===== src/rtl/byte_serial_divider.sv =====
// byte_serial_divider
// Byte-serial integer divider. It takes a dividend and then a divisor over an
// 8-bit push port, MSB byte first. It runs a radix-2 non-restoring division
// that produces one quotient bit per cycle. It then streams the remainder
// followed by the quotient, each LSB byte first, under a valid/ready handshake.
// Signed mode divides the operand magnitudes and fixes the signs afterwards.
// This gives a quotient truncated toward zero and a remainder that carries
// the dividend's sign.

module byte_serial_divider #(
  parameter int WIDTH = 32
) (
  input  logic       clk,
  input  logic       rst,
  input  logic       push,
  input  logic [7:0] data_in,
  input  logic       sign,
  output logic       in_ready,
  output logic [7:0] data_out,
  output logic       out_valid,
  input  logic       out_ready,
  output logic       out_last,
  output logic       sign_out,
  output logic       div_zero,
  output logic       busy
);

  localparam int NB = WIDTH / 8;
  localparam int CW = $clog2(2 * NB);
  localparam int IW = $clog2(WIDTH);

  localparam logic [CW-1:0]    BYTE_LAST = CW'(2 * NB - 1);
  localparam logic [CW-1:0]    BYTE_PREV = CW'(2 * NB - 2);
  localparam logic [CW-1:0]    DVD_BYTES = CW'(NB);
  localparam logic [IW-1:0]    ITER_LAST = IW'(WIDTH - 1);
  localparam logic [WIDTH-1:0] MIN_VAL   = {1'b1, {(WIDTH - 1){1'b0}}};

  typedef enum logic [1:0] {
    LOAD = 2'd0,
    CALC = 2'd1,
    FIX  = 2'd2,
    OUT  = 2'd3
  } state_t;

  state_t state;

  // Byte counter: operand bytes while loading, result bytes while emitting.
  logic [CW-1:0] cnt;
  logic [IW-1:0] iter;

  // Raw operands exactly as received. The dividend copy is kept intact for
  // the divide-by-zero remainder.
  logic [WIDTH-1:0] dvd;
  logic [WIDTH-1:0] dvs;

  // Datapath: divisor magnitude, quotient/shift register, partial remainder.
  logic [WIDTH-1:0] dmag;
  logic [WIDTH-1:0] q;
  logic [WIDTH:0]   r;

  // Sign fix-up flags, captured when the operation starts.
  logic qneg;
  logic rneg;
  logic ovf;

  // Result bytes waiting to go out. The low byte mirrors data_out.
  logic [2*WIDTH-1:0] obuf;

  // Combinational helpers.
  logic             accept;
  logic [WIDTH-1:0] divisor_full;
  logic             dvd_neg;
  logic             dvs_neg;
  logic [WIDTH-1:0] dvd_mag;
  logic [WIDTH-1:0] dvs_mag;
  logic             is_zero;
  logic             is_ovf;
  logic [WIDTH:0]   d_ext;
  logic [WIDTH:0]   r_shift;
  logic [WIDTH:0]   r_step;
  logic [WIDTH-1:0] q_step;
  logic [WIDTH-1:0] r_mag;
  logic [WIDTH-1:0] q_fix;
  logic [WIDTH-1:0] r_fix;

  // in_ready is registered and is high only in LOAD.
  // Because of that, a push while it is low is simply ignored.
  assign accept = push & in_ready;

  // Operand assembly and magnitude extraction, used on the final-byte edge.
  // NOTE: every always_comb output gets a value on every path (defaults first), so no latch is inferred.
  always_comb begin
    divisor_full = (dvs << 8) | WIDTH'(data_in);
    dvd_neg      = sign & dvd[WIDTH-1];
    dvs_neg      = sign & divisor_full[WIDTH-1];
    dvd_mag      = dvd_neg ? -dvd : dvd;
    dvs_mag      = dvs_neg ? -divisor_full : divisor_full;
    is_zero      = (divisor_full == '0);
    is_ovf       = sign && (dvd == MIN_VAL) && (divisor_full == '1);
  end

  // One non-restoring step.
  // The quotient register doubles as the source of dividend bits.
  // The sign of the partial remainder picks add or subtract.
  always_comb begin
    d_ext   = {1'b0, dmag};
    r_shift = {r[WIDTH-1:0], q[WIDTH-1]};
    r_step  = r[WIDTH] ? (r_shift + d_ext) : (r_shift - d_ext);
    q_step  = {q[WIDTH-2:0], ~r_step[WIDTH]};
  end

  // Final correction, sign restoration and the two special cases.
  // A negative remainder plus the divisor always lands in [0, divisor).
  // So only the low WIDTH bits of that sum are needed.
  always_comb begin
    r_mag = r[WIDTH] ? (r[WIDTH-1:0] + dmag) : r[WIDTH-1:0];
    q_fix = qneg ? -q : q;
    r_fix = rneg ? -r_mag : r_mag;
    if (div_zero) begin
      q_fix = '1;
      r_fix = dvd;
    end else if (ovf) begin
      q_fix = MIN_VAL;
      r_fix = '0;
    end
  end

  // Control FSM and datapath registers.
  // Every output is registered; reset abandons any operation in flight.
  // NOTE: state registers use non-blocking assignments so every register samples pre-edge values.
  always_ff @(posedge clk or posedge rst) begin
    if (rst) begin
      state     <= LOAD;
      cnt       <= '0;
      iter      <= '0;
      dvd       <= '0;
      dvs       <= '0;
      dmag      <= '0;
      q         <= '0;
      r         <= '0;
      qneg      <= 1'b0;
      rneg      <= 1'b0;
      ovf       <= 1'b0;
      obuf      <= '0;
      in_ready  <= 1'b1;
      data_out  <= '0;
      out_valid <= 1'b0;
      out_last  <= 1'b0;
      sign_out  <= 1'b0;
      div_zero  <= 1'b0;
      busy      <= 1'b0;
    end else begin
      case (state)
        LOAD: begin
          if (accept) begin
            // The first NB bytes build the dividend; the rest build the divisor.
            if (cnt < DVD_BYTES) begin
              dvd <= (dvd << 8) | WIDTH'(data_in);
            end else begin
              dvs <= divisor_full;
            end
            cnt <= cnt + 1'b1;
            if (cnt == BYTE_LAST) begin
              cnt      <= '0;
              iter     <= '0;
              in_ready <= 1'b0;
              busy     <= 1'b1;
              sign_out <= sign;
              q        <= dvd_mag;
              dmag     <= dvs_mag;
              r        <= '0;
              qneg     <= dvd_neg ^ dvs_neg;
              rneg     <= dvd_neg;
              ovf      <= is_ovf;
              div_zero <= is_zero;
              // Nothing to iterate on a zero divisor; go straight to the fix-up.
              state    <= is_zero ? FIX : CALC;
            end
          end
        end

        CALC: begin
          r    <= r_step;
          q    <= q_step;
          iter <= iter + 1'b1;
          if (iter == ITER_LAST) begin
            state <= FIX;
          end
        end

        FIX: begin
          obuf      <= {q_fix, r_fix};
          data_out  <= r_fix[7:0];
          out_valid <= 1'b1;
          out_last  <= 1'b0;
          cnt       <= '0;
          state     <= OUT;
        end

        OUT: begin
          // out_valid is always high here; a transfer needs only out_ready.
          if (out_ready) begin
            if (out_last) begin
              state     <= LOAD;
              cnt       <= '0;
              obuf      <= '0;
              data_out  <= '0;
              out_valid <= 1'b0;
              out_last  <= 1'b0;
              div_zero  <= 1'b0;
              busy      <= 1'b0;
              in_ready  <= 1'b1;
            end else begin
              cnt      <= cnt + 1'b1;
              obuf     <= obuf >> 8;
              data_out <= obuf[15:8];
              out_last <= (cnt == BYTE_PREV);
            end
          end
        end

        default: state <= LOAD;
      endcase
    end
  end

endmodule


===== config.mk =====
export PLATFORM = sky130hd
export DESIGN_NAME = byte_serial_divider
export DESIGN_NICKNAME = d
export VERILOG_FILES = /design/src/rtl/byte_serial_divider.sv
export SDC_FILE = /design/constraint.sdc
export NUM_CORES = 1
export LEC_CHECK = 0
export BUFFER_PORTS_ARGS = -buffer_cell sky130_fd_sc_hd__buf_2
export CORE_MARGIN = 2
export CORE_UTILIZATION = 65
export DETAILED_ROUTE_END_ITERATION = 10
export HOLD_SLACK_MARGIN = 0.06
export PLACE_DENSITY = 0.82
export SYNTH_ARGS = -nofsm -noshare
export SYNTH_HDL_FRONTEND = slang
export SYNTH_SLANG_ARGS = --single-unit

===== constraint.sdc =====
create_clock -name clk -period 10.25 [get_ports clk]
set_input_delay 3.075 -clock clk [delete_from_list [all_inputs] [get_ports clk]]
set_output_delay 3.075 -clock clk [all_outputs]
set_load 0.02 [all_outputs]

==> results.md <==
- FFs w/ async S/R, synth: 1.00
- Post-Layout Cell Count: 2355
- R2R depth: 17
- WP depth: 17
- Clock slew at reported path FFs: 0.07 ns
- Post-synth top flop: dfrtp_1
- Power per cell area: 204 nW/um^2
- Hold Worst Slack: 0.487 ns
- Hold path depth: 2
- RSZ-0062 raised after global routing: false
- #FFs+latches synth: 236
- Power Total: 3710 uW
- Post-placement cell count: 2307
- WP buf/inv: 2
- Total Wirelength: 47400 um
- Design area: 18200 um^2
- Initial antenna violation count: 1
- Post-synth top area share: 0.344
- Total GRT Usage: 0.344
- R2R Path Start: r[32]$_DFFE_PP0P_
- Layout cells sized above 1: 0.0856
- Via-per-instance ratio: 6.46
- # Max-Cap Violations: 0
- Die span in y: 166 um
- EDFF count, synth: 0
- Routed Antenna Nets: 0
- Post-CTS Resized: 0
- Placed inst area: 17300 um^2
- WP data arrival: 5.99 ns
- Final setup violation count: 0
- Maximum clock frequency: 0.178 GHz
- CTS sink count: 236
- Clock Skew: 0.0123 ns
- First-pass GRT wire length: 77800 um
- Global route overflow: 0
- Final Max Slew Viols: 0
- Die footprint: 27600 um^2
- Core Area: 25900 um^2
- Initial Util: 0.659
- Synth top area cells: dfrtp_1 34%, ha_1 5.7%, o21ai_0 5.6%
- Worst Path Required: 10.63 ns
- DR iter-0 viols: 1405
- Worst-margin pin slew: 1.13 ns
- Crit path capture type: flip-flop
- Syn-to-layout area delta: 6.28%
- Largest delay share family, worst path: compound AO/OA/AOI/OAI gates
- TritonCTS buffer count: 26
- Hold buffers post-CTS: 0
- TritonRoute pass-1 iters: 5
- Filler Cell Count: 2096
- Post-Syn Area: 17100 um^2
- Max clock buf depth: 3
- Setup TNS: 0 ns
- Final Hold Viols: 0
- Gpl congestion: 0.936
- Mapped Cells: 2049
- DIE WIDTH: 166 um
- # diodes: 0
- Leakage dissipation: 0.00827 uW
- Number of nets in the layout: 2093
- Vias: 15200
- Hold Crit Class: reg -> reg
- Crit-path cells: buf_4 -> clkinv_1 -> nand2_1 -> xnor2_1 -> ha_1 -> a21o_1 -> a21o_1 -> a21oi_1 -> o211ai_1 -> o31ai_1 -> a211o_1 -> o21a_1 -> o31ai_1 -> a221o_1 -> a21oi_1 -> xnor2_1 -> o221ai_1
- Cell row count: 59
- Final period util: 0.547
- CP max FO: 59
- Critical path origin: r[32]$_DFFE_PP0P_
- Root Buffer: clkbuf_16
- WL/cell: 20.1 um
- Max IR drop VDD: 323 uV
- Outcome: finished, final reports clean
- CP peak stage delay: 0.80 ns
- Syn Area/Cell: 8.34 um^2
- Seq/Total Area, Yosys: 0.346
- Relative slew margins: 0.246
- # IOs: 27
- CTS tree: done
- DRC viols: 0
- Most frequent cells in the layout: 234 x dfrtp_1, 229 x nand2_1, 212 x nor2_1, 188 x o21ai_0, 175 x a21oi_1
- Synth area leader: dfrtp_1
- Vias in the first global route: 14700
- Most common cell after layout, fill and taps aside: dfrtp_1
- Synth warnings: 0
- Largest net degree at the start of global routing: 83
- Crit Path Category: reg -> reg
- Hpwl dp: 34500 um
- Tmin final: 5.61 ns
- Slowest-stage cell, CP: dfrtp_2
- Clock Latency Late Sink: 0.55 ns
- Startpoint types: flip-flop
- Port bufs: 26
- Post-Syn Nets: 2142
- Postcts setup bufs: 0
- Distinct cells, synth: 86
- CTS H-Tree Depth: 1
- Hold path start: obuf[25]$_DFFE_PP0P_
## cells in the mapped netlist, types with 46 or more instances
| master | number |
|---|---|
| ha_1 | 78 |
| nand2_1 | 230 |
| xnor2_1 | 88 |
| mux2_2 | 56 |
| nor2_1 | 213 |
| nand3_1 | 56 |
| dfrtp_1 | 235 |
| xor2_1 | 104 |
| nor3_1 | 46 |
| inv_1 | 48 |
| o21ai_0 | 190 |
| clkbuf_1 | 95 |
| a21oi_1 | 176 |
## area by class of cell
cell class              count  area, um^2  area share
multi-input cells        1640       10500       0.580
repair buffers             46         280      0.0154
clock buffers              34         711      0.0392
inverters                  50         195      0.0108
clock inverters            14         109     0.00600
well taps                 335         419      0.0231
flip-flops and latches    236        5910       0.325
## cell families (layout without fill, tap and decap cells)
kind of cell,count (synthesis),in the layout,synth area share
and+or+nand+nor,679,679,0.181
AOI/OAI and AO/OA,613,613,0.225
DFF,236,236,0.346
xor gates and xnor gates,193,193,0.0998
buffers and inverters,173,144,0.0400
adders and majority gates,80,80,0.0595
muxes,75,75,0.0491
## sequential cells by signal, indices dropped and copies added (netlist names), 3 cells and up
register  count
obuf         57
r            33
dmag         32
dvd          32
q            32
dvs          24
data_out      7
iter          5
cnt           3
## worst min-delay path, stage by stage (launching register included)
cell and delay [ns]:
dfrtp_1 0.33, a21oi_1 0.06, o21ai_0 0.06
## path summary, 6_finish.rpt
kind                                         to  slack, ns
max reg2reg                    q[0]$_DFFE_PP0P_       4.64
min reg2reg                obuf[25]$_DFFE_PP0P_       0.49
min                        obuf[25]$_DFFE_PP0P_       0.49
max in group asynchronous  dmag[31]$_DFFE_PP0P_       6.23
min in group asynchronous      q[9]$_DFFE_PP0P_       2.60
max                            q[0]$_DFFE_PP0P_       4.64
## routing by layer
metal | wire [um] | GRT usage
met5 | 0 | 0
met1 | 19300 | 0.453
met4 | 1900 | 0.138
met2 | 22700 | 0.580
met3 | 3440 | 0.0443
## metrics by stage
| stage | setup WS [ns] | util |
|---|---|---|
| detailed placement | 4.55 | 0.669 |
| global route | 4.28 | 0.701 |
| global placement | 4.64 | 0.669 |
| CTS | 4.68 | 0.701 |
| floorplan | 0.702 | - |
| finish | 4.64 | 0.701 |
## power by group
part	total [uW]	switching [uW]	internal, uW	leakage (uW)
Clock	906	393	514	0.000412
Sequential	1420	257	1160	0.00312
Combinational	1390	915	471	0.00474
(Power assumes the default switching activity.)
